===== config.mk =====
export PLATFORM = sky130hd
export DESIGN_NAME = uart_word_tx_flat
export DESIGN_NICKNAME = d
export VERILOG_FILES = /design/src/rtl/uart_tx_pkg.sv /design/src/rtl/uart_word_tx_if.sv /design/src/rtl/word_fifo.sv /design/src/rtl/uart_word_tx.sv /design/src/flat_wrapper.sv
export SDC_FILE = /design/constraint.sdc
export NUM_CORES = 1
export LEC_CHECK = 0
export CORE_ASPECT_RATIO = 0.5
export CORE_MARGIN = 4
export CORE_UTILIZATION = 50
export CTS_CLUSTER_DIAMETER = 60
export DETAILED_ROUTE_END_ITERATION = 7
export PLACE_DENSITY = 0.67
export SLEW_MARGIN = 20
export SYNTH_ARGS = -nofsm -noshare
export SYNTH_HDL_FRONTEND = slang
export SYNTH_HIERARCHICAL = 1
export SYNTH_SLANG_ARGS = --single-unit

===== constraint.sdc =====
create_clock -name clk -period 16.7 [get_ports clk]
set_input_delay 1.67 -clock clk [delete_from_list [all_inputs] [get_ports clk]]
set_output_delay 1.67 -clock clk [all_outputs]
set_load 0.01 [all_outputs]

===== src/rtl/uart_tx_pkg.sv =====
// Shared types and elaboration helpers for the word-oriented UART transmitter.
// UART_TX_PARITY_EN adds the PARITY state (8E1 frames); undefined gives 8N1.
package uart_tx_pkg;

`ifdef UART_TX_PARITY_EN
  typedef enum logic [2:0] {
    ST_IDLE,
    ST_START,
    ST_DATA,
    ST_PARITY,
    ST_STOP
  } state_t;
`else
  typedef enum logic [2:0] {
    ST_IDLE,
    ST_START,
    ST_DATA,
    ST_STOP
  } state_t;
`endif

  function automatic int calc_clks_per_bit(input int clk_freq, input int bit_rate);
    return clk_freq / bit_rate;
  endfunction

  // Wide enough to hold the clocks-per-bit value itself.
  function automatic int calc_cnt_width(input int clks_per_bit);
    return (clks_per_bit < 1) ? 1 : $clog2(clks_per_bit + 1);
  endfunction

  function automatic int idx_width(input int n);
    return (n < 2) ? 1 : $clog2(n);
  endfunction

endpackage


===== src/rtl/uart_word_tx_if.sv =====
// Write-side handshake between the command interpreter and uart_word_tx.
interface uart_word_tx_if #(
  parameter int BUS_WIDTH = 32
);
  // write is a level request sampled on every rising edge; a word is taken on
  // an edge where write=1 and the FIFO is not full, and write_response pulses
  // for exactly the following cycle. A write while full is silently dropped.
  logic                 write;
  logic [BUS_WIDTH-1:0] write_data;
  logic                 write_response;

  modport master (output write, output write_data, input  write_response);
  modport slave  (input  write, input  write_data, output write_response);
endinterface


===== src/rtl/word_fifo.sv =====
// Synchronous FIFO with first-word fall-through read; pointers carry an
// extra wrap bit so full and empty are distinguished without a counter.
module word_fifo
  import uart_tx_pkg::*;
#(
  parameter int WIDTH = 32,
  parameter int DEPTH = 8
) (
  input  logic             clk,
  input  logic             reset,
  input  logic             i_push,
  input  logic [WIDTH-1:0] i_data,
  input  logic             i_pop,
  output logic [WIDTH-1:0] o_data,
  output logic             o_full,
  output logic             o_empty
);
  localparam int AW = idx_width(DEPTH);

  logic [WIDTH-1:0] r_mem [DEPTH];
  logic [AW:0]      r_wr_ptr;
  logic [AW:0]      r_rd_ptr;
  logic             w_do_push;
  logic             w_do_pop;

  assign o_empty   = (r_wr_ptr == r_rd_ptr);
  assign o_full    = ((r_wr_ptr ^ r_rd_ptr) == {1'b1, {AW{1'b0}}});
  assign w_do_push = i_push && !o_full;
  assign w_do_pop  = i_pop && !o_empty;
  assign o_data    = r_mem[r_rd_ptr[AW-1:0]];

  always_ff @(posedge clk) begin
    if (!reset) begin
      r_wr_ptr <= '0;
      r_rd_ptr <= '0;
    end else begin
      if (w_do_push) r_wr_ptr <= r_wr_ptr + (AW+1)'(1);
      if (w_do_pop)  r_rd_ptr <= r_rd_ptr + (AW+1)'(1);
    end
  end

  always_ff @(posedge clk) begin
    if (w_do_push) r_mem[r_wr_ptr[AW-1:0]] <= i_data;
  end
endmodule


===== src/rtl/uart_word_tx.sv =====
// Word-oriented UART transmitter: FIFO-buffered words sent MSB byte first as
// back-to-back frames. Define UART_TX_PARITY_EN for an even-parity bit (8E1).
module uart_word_tx
  import uart_tx_pkg::*;
#(
  parameter int CLK_FREQ     = 25000000,
  parameter int BIT_RATE     = 9600,
  parameter int PAYLOAD_BITS = 8,
  parameter int WORD_SIZE_BY = 4,
  parameter int BUS_WIDTH    = 32,
  parameter int BUFFER_SIZE  = 8
) (
  input  logic           clk,
  input  logic           reset,
  uart_word_tx_if.slave  bus,
  output logic           tx,
  output logic           uart_tx_full,
  output logic           uart_tx_empty,
  output state_t         dbg_state
);
  localparam int CPB    = calc_clks_per_bit(CLK_FREQ, BIT_RATE);
  localparam int CNT_W  = calc_cnt_width(CPB);
  localparam int BIT_W  = idx_width(PAYLOAD_BITS);
  localparam int BYTE_W = idx_width(WORD_SIZE_BY);
  localparam logic [CNT_W-1:0]  CNT_LAST  = CNT_W'(CPB - 1);
  localparam logic [BIT_W-1:0]  BIT_LAST  = BIT_W'(PAYLOAD_BITS - 1);
  localparam logic [BYTE_W-1:0] BYTE_LAST = BYTE_W'(WORD_SIZE_BY - 1);

  state_t                    r_state, w_state_nxt;
  logic [CNT_W-1:0]          r_clk_cnt, w_clk_cnt_nxt;
  logic [BIT_W-1:0]          r_bit_idx, w_bit_idx_nxt;
  logic [BYTE_W-1:0]         r_byte_idx, w_byte_idx_nxt;
  logic [BUS_WIDTH-1:0]      r_shift, w_shift_nxt;
  logic                      r_tx, w_tx_nxt;
  logic                      r_resp;
  logic                      w_push, w_pop, w_bit_end;
  logic                      w_fifo_full, w_fifo_empty;
  logic [BUS_WIDTH-1:0]      w_fifo_data;
  logic [PAYLOAD_BITS-1:0]   w_cur_byte;

  // Fullness is taken before any same-edge pop, so a write on a full FIFO drops.
  assign w_push     = bus.write && !w_fifo_full;
  assign w_bit_end  = (r_clk_cnt == CNT_LAST);
  assign w_cur_byte = r_shift[BUS_WIDTH-1 -: PAYLOAD_BITS];

  word_fifo #(.WIDTH(BUS_WIDTH), .DEPTH(BUFFER_SIZE)) u_fifo (
    .clk     (clk),
    .reset   (reset),
    .i_push  (w_push),
    .i_data  (bus.write_data),
    .i_pop   (w_pop),
    .o_data  (w_fifo_data),
    .o_full  (w_fifo_full),
    .o_empty (w_fifo_empty)
  );

  always_comb begin
    w_state_nxt    = r_state;
    w_clk_cnt_nxt  = w_bit_end ? '0 : r_clk_cnt + CNT_W'(1);
    w_bit_idx_nxt  = r_bit_idx;
    w_byte_idx_nxt = r_byte_idx;
    w_shift_nxt    = r_shift;
    w_pop          = 1'b0;
    w_tx_nxt       = 1'b1;
    case (r_state)
      ST_IDLE: begin
        w_clk_cnt_nxt = '0;
        if (!w_fifo_empty) begin
          w_pop          = 1'b1;
          w_shift_nxt    = w_fifo_data;
          w_byte_idx_nxt = '0;
          w_state_nxt    = ST_START;
        end
      end
      ST_START: begin
        w_tx_nxt = 1'b0;
        if (w_bit_end) begin
          w_bit_idx_nxt = '0;
          w_state_nxt   = ST_DATA;
        end
      end
      ST_DATA: begin
        w_tx_nxt = w_cur_byte[r_bit_idx];
        if (w_bit_end) begin
          if (r_bit_idx == BIT_LAST) begin
`ifdef UART_TX_PARITY_EN
            w_state_nxt = ST_PARITY;
`else
            w_state_nxt = ST_STOP;
`endif
          end else begin
            w_bit_idx_nxt = r_bit_idx + BIT_W'(1);
          end
        end
      end
`ifdef UART_TX_PARITY_EN
      ST_PARITY: begin
        w_tx_nxt = ^w_cur_byte;
        if (w_bit_end) w_state_nxt = ST_STOP;
      end
`endif
      ST_STOP: begin
        if (w_bit_end) begin
          if (r_byte_idx != BYTE_LAST) begin
            w_byte_idx_nxt = r_byte_idx + BYTE_W'(1);
            w_shift_nxt    = r_shift << PAYLOAD_BITS;
            w_state_nxt    = ST_START;
          end else if (!w_fifo_empty) begin
            // Chain straight into the next word with no idle gap.
            w_pop          = 1'b1;
            w_shift_nxt    = w_fifo_data;
            w_byte_idx_nxt = '0;
            w_state_nxt    = ST_START;
          end else begin
            w_state_nxt    = ST_IDLE;
          end
        end
      end
      default: w_state_nxt = ST_IDLE;
    endcase
  end

  // tx is registered, so the line trails the state by one cycle throughout.
  always_ff @(posedge clk) begin
    if (!reset) begin
      r_state    <= ST_IDLE;
      r_clk_cnt  <= '0;
      r_bit_idx  <= '0;
      r_byte_idx <= '0;
      r_shift    <= '0;
      r_tx       <= 1'b1;
      r_resp     <= 1'b0;
    end else begin
      r_state    <= w_state_nxt;
      r_clk_cnt  <= w_clk_cnt_nxt;
      r_bit_idx  <= w_bit_idx_nxt;
      r_byte_idx <= w_byte_idx_nxt;
      r_shift    <= w_shift_nxt;
      r_tx       <= w_tx_nxt;
      r_resp     <= w_push;
    end
  end

  assign bus.write_response = r_resp;
  assign tx                 = r_tx;
  assign uart_tx_full       = w_fifo_full;
  assign uart_tx_empty      = w_fifo_empty && (r_state == ST_IDLE);
  assign dbg_state          = r_state;
endmodule


===== src/flat_wrapper.sv =====
// flat-port wrapper written by rule: the top's interface ports become plain ports
module uart_word_tx_flat import uart_tx_pkg::*;
#(
  parameter int CLK_FREQ     = 25000000,
  parameter int BIT_RATE     = 9600,
  parameter int PAYLOAD_BITS = 8,
  parameter int WORD_SIZE_BY = 4,
  parameter int BUS_WIDTH    = 32,
  parameter int BUFFER_SIZE  = 8
)
  (clk, reset, tx, uart_tx_full, uart_tx_empty, dbg_state, bus_write, bus_write_data, bus_write_response);
  uart_word_tx_if #(.BUS_WIDTH(BUS_WIDTH)) bus_i ();
  input  logic clk;
  input  logic reset;
  output logic tx;
  output logic uart_tx_full;
  output logic uart_tx_empty;
  output state_t dbg_state;
  input wire logic [$bits(bus_i.write)-1:0] bus_write;
  input wire logic [$bits(bus_i.write_data)-1:0] bus_write_data;
  output wire logic [$bits(bus_i.write_response)-1:0] bus_write_response;
  assign bus_i.write = bus_write;
  assign bus_i.write_data = bus_write_data;
  assign bus_write_response = bus_i.write_response;
  uart_word_tx #(.CLK_FREQ(CLK_FREQ), .BIT_RATE(BIT_RATE), .PAYLOAD_BITS(PAYLOAD_BITS), .WORD_SIZE_BY(WORD_SIZE_BY), .BUS_WIDTH(BUS_WIDTH), .BUFFER_SIZE(BUFFER_SIZE)) u_core (.clk(clk), .reset(reset), .bus(bus_i), .tx(tx), .uart_tx_full(uart_tx_full), .uart_tx_empty(uart_tx_empty), .dbg_state(dbg_state));
endmodule

==> flow_metrics.tcl <==
set metrics [dict create \
    status "completed" \
    synthArstFlopShare_pct 0 \
    cts_buffer_depth 3 \
    synth-seq-area-share_pct 69.2 \
    cp.required_ns 15.03 \
    die_w_um 236 \
    htree_levels 1 \
    synthTopCellsByCount "256 x edfxtp_1, 64 x dfxtp_1, 48 x mux4_2" \
    setup_ws_ns 12.14 \
    setup_viol 0 \
    place_congestion 0.759 \
    synth_compound_area_share_pct 5.14 \
    synthSimpleGateAreaFrac_pct 4.26 \
    critPathBufInv 1 \
    ant_nets 0 \
    drc 0 \
    clkSlewWorstSetupHoldPaths_ns 0.06 \
    grt-ovfl-total 0 \
    grt_pass1_wl_um 38600 \
    synth-edff-count 256 \
    dp_cells 1089 \
    p_leak_nw 4.73 \
    crit_path_max_fanout 12 \
    layout.area.seq_mm2 0.00897 \
    synthMuxAreaShare_pct 16.3 \
    hold_viol_final 0 \
    hold_path.startpoint "u_core/r_shift[0]$_SDFFE_PN0P_" \
    p_per_area_mw_per_mm2 131 \
    ys_seq_elements 320 \
    cts_tree "yes" \
    route.vias.total 6644 \
    synthTopCellsByArea "edfxtp_1 59%, dfxtp_1 9.9%, mux4_2 8.3%" \
    grtUsageTotal_pct 17.2 \
    fp.dieH_um 122 \
    cp.arrival_ns 2.89 \
    layout-drive-gt1-share_pct 19.0 \
    multi_input_area_mm2 0.00367 \
    peakVddDrop_uv 70.2 \
    synthXorXnorAreaFrac_pct 1.22 \
    diodes 0 \
    grt_max_degree 66 \
    reg2reg_depth 7 \
    slowest_stage "nor4_4" \
    finish.cell_count_without_fillers 1139 \
    hp-class "reg -> reg" \
    io_pins 42 \
    finalCriticalPeriod_ns 4.56 \
    crit_chain "xor2_1 -> nor4_4 -> clkdlybuf4s50_1" \
    hold_buffers 0 \
    synth_top_family_by_area "multiplexers" \
    dp_hpwl_um 14100 \
    ys_warn_count 6 \
    routed_wl_um 24600 \
    wl_per_cell_um 21.6 \
    max_stage_delay_ns 0.81 \
    yosysTopAreaCell "edfxtp_1" \
    syn_inst 734 \
    cts_resized 0 \
    die-area_mm2 0.0287 \
    fin_skew_ns 0.0163 \
    hold_path_end "u_core/r_shift[0]$_SDFFE_PN0P_" \
    synthAdderAreaFrac_pct 0.965 \
    r2r_slack_ns 13.46 \
    drv_slew 0 \
    cts_sinks 320 \
    final_nets 820 \
    drt-pass1-iter-count 5 \
    whs_path_depth 1 \
    insertion_delay_ns 0.55 \
    reg2reg_from "u_core/u_fifo/r_wr_ptr[2]$_SDFFE_PN0P_" \
    ys.flop_type "edfxtp_1" \
    clock-root-buffer "clkbuf_16" \
    yosysUniqueCellTypes 53 \
    timing.rr.end "u_core/r_byte_idx[1]$_SDFFE_PN0P_" \
    whs_ns 0.468 \
    via_per_inst 5.83 \
    netlist.area_leader.share_pct 59.3 \
    worst_path_dominant_cell_family "simple AND/OR/NAND/NOR gates" \
    worstMarginPinSlew_ns 1.11 \
    drv_cap 0 \
    syn_nets 779 \
    slew_headroom_pct 26.0 \
    setup_tns_ns 0 \
    fp-row-count 41 \
    first_global_vias 6657 \
    antenna_found_initial 0 \
    nFillCells 1924 \
    first_iter_violations 590 \
    area_delta_synth_final_pct 12.5 \
    synth_most_common_cell "edfxtp_1" \
    finalCritPeriodShare_pct 27.3 \
    port_buffers 40 \
    end_kind "output pin" \
    synth_area_mm2 0.0130 \
    coreArea_mm2 0.0253 \
    timing.fmax_mhz 219 \
    synth.avg_cell_area_um2 17.7 \
    path_class "reg -> out" \
    dp_slack_ns 12.67 \
    cp-start-kind "flip-flop" \
    cts_setup_buffers 0 \
    rsz0062_at_grt "false" \
    initial_core_util_pct 51.2 \
    cts_buffers 28 \
]
## stage by stage
step / cell area, um2 / power, mW / util (%)
2_1_floorplan: 13000 / 1.22 / -
3_5_place_dp: 13700 / 1.30 / 54.0
4_1_cts: 14600 / 1.93 / 57.5
3_3_place_gp: 13700 / 1.29 / 53.9
6_report: 14600 / 1.91 / 57.5
5_1_grt: 14600 / 2.00 / 57.5
## power by group
part | total [mW] | switching [mW] | internal [mW] | leakage, nW
combinational | 0.321 | 0.165 | 0.156 | 1.45
sequential | 0.961 | 0.0412 | 0.920 | 2.85
clock | 0.629 | 0.273 | 0.356 | 0.427
## layer usage
layer	global-route usage [%]	vias up	part of all wire [%]
met3	2.83	29	4.8
li1	-	2997	-
met4	3.11	0	1.6
met2	27.0	167	46
met1	26.2	3451	47
met5	0	-	0
## cells by family (layout without fill, tap and decap cells)
| group | Yosys count | count (layout) |
|---|---|---|
| flops | 320 | 320 |
| compound gates | 97 | 97 |
| mux | 115 | 115 |
| xor+xnor | 18 | 18 |
| fa+ha+maj | 10 | 10 |
| simple gates | 100 | 100 |
| buf+inv | 73 | 134 |
| other cells | 1 | 1 |
## worst register-to-register path, stage by stage (launching register included)
cell and delay, ns:
dfxtp_1 0.63, xnor2_1 0.30, nand3_1 0.16, nor2_1 0.38, nand2b_1 0.23, nand2_1 0.54
a21oi_2 0.72, o2bb2ai_1 0.18
## cells in the final DEF (no fill, tap or decap), types with 3 or more instances in the layout
cell type,count
nand4_1,7
buf_4,11
ha_1,10
mux2i_1,16
nor3_1,3
nor4b_2,3
a32o_1,8
nand3_1,11
nand2b_1,10
mux2_2,26
dfxtp_1,61
clkbuf_16,28
a211oi_1,24
edfxtp_1,256
clkbuf_1,10
xnor2_1,10
xor2_1,8
nor2_1,18
bufinv_16,3
a21oi_1,25
clkdlybuf4s50_1,39
nand3b_1,3
o21ai_0,24
clkinv_1,3
a21o_1,3
mux2_4,7
inv_1,32
mux4_2,48
clkinv_2,4
nand2_1,26
mux4_1,18
## worst max path at each step
| stage | startpoint | end | slack [ns] | cells past startpoint |
|---|---|---|---|---|
| 3_3_place_gp | bus_write | u_core/u_fifo/r_mem[7][15]$_DFFE_PP_ | 12.48 | 4 |
| 6_report | u_core/u_fifo/r_wr_ptr[2]$_SDFFE_PN0P_ | uart_tx_full | 12.14 | 3 |
| 3_5_place_dp | bus_write | u_core/u_fifo/r_mem[7][15]$_DFFE_PP_ | 12.67 | 5 |
| 2_1_floorplan | bus_write | u_core/u_fifo/r_mem[5][0]$_DFFE_PP_ | 10.71 | 3 |
| 4_1_cts | u_core/u_fifo/r_wr_ptr[2]$_SDFFE_PN0P_ | uart_tx_full | 12.10 | 3 |
| 5_1_grt | u_core/u_fifo/r_wr_ptr[2]$_SDFFE_PN0P_ | uart_tx_full | 12.02 | 3 |
## state kept, by name (all words and copies together) (netlist names), named ones only
name,count
u_core/u_fifo/r_mem,256
u_core/r_shift,32
u_core/r_clk_cnt,12
u_core/u_fifo/r_rd_ptr,4
u_core/u_fifo/r_wr_ptr,4
u_core/r_bit_idx,3
u_core/dbg_state,2
u_core/r_byte_idx,2
u_core/bus.write_response,1
u_core/tx,1
## area by class of cell
cell class,count,share of cell area (%)
Tap cell,344,2.95
Multi-Input combinational cell,341,25.1
Timing Repair Buffer,52,3.47
Clock buffer,38,5.06
Sequential cell,320,61.6
Clock inverter,12,0.995
Inverter,32,0.824
Note: power is estimated with default switching activity, not from simulation.
==> RTL change (config.mk and constraints unchanged) <==
`PAYLOAD_BITS` is set to 8 in 2 places; all go to 9.
--- a/src/rtl/uart_word_tx.sv
+++ b/src/rtl/uart_word_tx.sv
@@ -6,5 +6,5 @@
   parameter int CLK_FREQ     = 25000000,
   parameter int BIT_RATE     = 9600,
-  parameter int PAYLOAD_BITS = 8,
+  parameter int PAYLOAD_BITS = 9,
   parameter int WORD_SIZE_BY = 4,
   parameter int BUS_WIDTH    = 32,
--- a/src/flat_wrapper.sv
+++ b/src/flat_wrapper.sv
@@ -4,5 +4,5 @@
   parameter int CLK_FREQ     = 25000000,
   parameter int BIT_RATE     = 9600,
-  parameter int PAYLOAD_BITS = 8,
+  parameter int PAYLOAD_BITS = 9,
   parameter int WORD_SIZE_BY = 4,
   parameter int BUS_WIDTH    = 32,
Formal check against the unedited RTL: same outputs for any inputs over 10 cycles, from zero or initial values and one cycle with reset low; that may be too few to reach the edited logic, so the function may still have changed.
==> RTL change against the original RTL <==
  * Clock skew down 6.6 ps
  * Sequential cell count up 1
  * Non-clock buffer count up 1
  * Worst setup slack worse by 3.1 ps
  * Routed wire length down 1.0%
  * Highest routed layer unchanged
  * Power about the same
  * Critical endpoint unchanged
  * Critical path depth unchanged
  * Design area up 0.75%
  * Area after synthesis up 0.80%
==> RTL change: results <==
export IMPL_outcome="completed"
export IMPL_grtUsageTotal_pct=16.9
export IMPL_grt_max_degree=65
export IMPL_dp_hpwl_um=14100
export IMPL_placed_area_mm2=0.0138
export IMPL_drive_gt1_share_pct=22.8
export IMPL_ys_seq_area_share_pct=68.8
export IMPL_place_congestion=0.776
export IMPL_wl_met3_um=1200
export IMPL_drt_vias_per_instance=5.86
export IMPL_pre_cts_slack_ps=12740
export IMPL_drtIter0Drc=417
export IMPL_synth_nets=769
export IMPL_irDropWorstVdd_v=0.0000781
export IMPL_grtUsageMet3_pct=3.59
export IMPL_reg2reg_slack_ps=13660
export IMPL_wl_um=24400
export IMPL_nets=808
export IMPL_synth_area_leaders="edfxtp_1, dfxtp_1, mux4_2"
export IMPL_finalClockSkew_ps=9.70
export IMPL_use_met2_pct=26.4
export IMPL_leakage_nw=4.65
export IMPL_met2WireLength_um=11200
export IMPL_synthCells=724
export IMPL_r2r_start="u_core/r_clk_cnt[6]"
export IMPL_cts_buffers=29
export IMPL_holdWs_ps=481
==> RTL change: worst max path at each step <==
stage	slack, ps	start	end	depth (start not counted)
after floorplan	10710	bus_write	u_core/u_fifo/r_mem[5][0]	3
after global placement	12830	u_core/u_fifo/r_wr_ptr[2]	uart_tx_full	3
after detailed placement	12740	u_core/u_fifo/r_wr_ptr[2]	uart_tx_full	3
after CTS	12130	u_core/u_fifo/r_wr_ptr[2]	uart_tx_full	3
after global routing	11970	u_core/u_fifo/r_wr_ptr[2]	uart_tx_full	3
final	12140	u_core/u_fifo/r_wr_ptr[2]	uart_tx_full	3
==> RTL change: kinds of logic (layout without fill, tap and decap cells) <==
| family | after synthesis | count (layout) | synth area share (%) |
|---|---|---|---|
| buf+inv | 52 | 114 | 2.41 |
| compound gates | 105 | 105 | 6.08 |
| simple gates | 106 | 106 | 4.68 |
| fa+ha+maj | 10 | 10 | 0.957 |
| xor+xnor | 18 | 18 | 1.21 |
| mux | 111 | 111 | 15.9 |
| flops | 321 | 321 | 68.8 |
| other cells | 1 | 1 | 0.0287 |
==> RTL change: layout make-up <==
class	count	area (um2)
inverter	7	26.3
fill	1919	10800
timing repair buffer	53	493
multi-input combinational	351	3810
tap	344	430
clock buffer	35	748
sequential	321	8990
clock inverter	19	183
==> RTL change: report_power, final <==
part           leakage, nW  total, W  internal (W)  switching, W
registers             2.86  0.000963      0.000919     0.0000443
clock network        0.444  0.000644      0.000356      0.000289
logic                 1.35  0.000304      0.000158      0.000146
==> RTL change: critical path: cells and delay by family (launching register included) <==
| family | cells | cell delay, ps |
|---|---|---|
| simple gates | 1 | 820 |
| buf+inv | 1 | 680 |
| flops | 1 | 600 |
| xor+xnor | 1 | 230 |
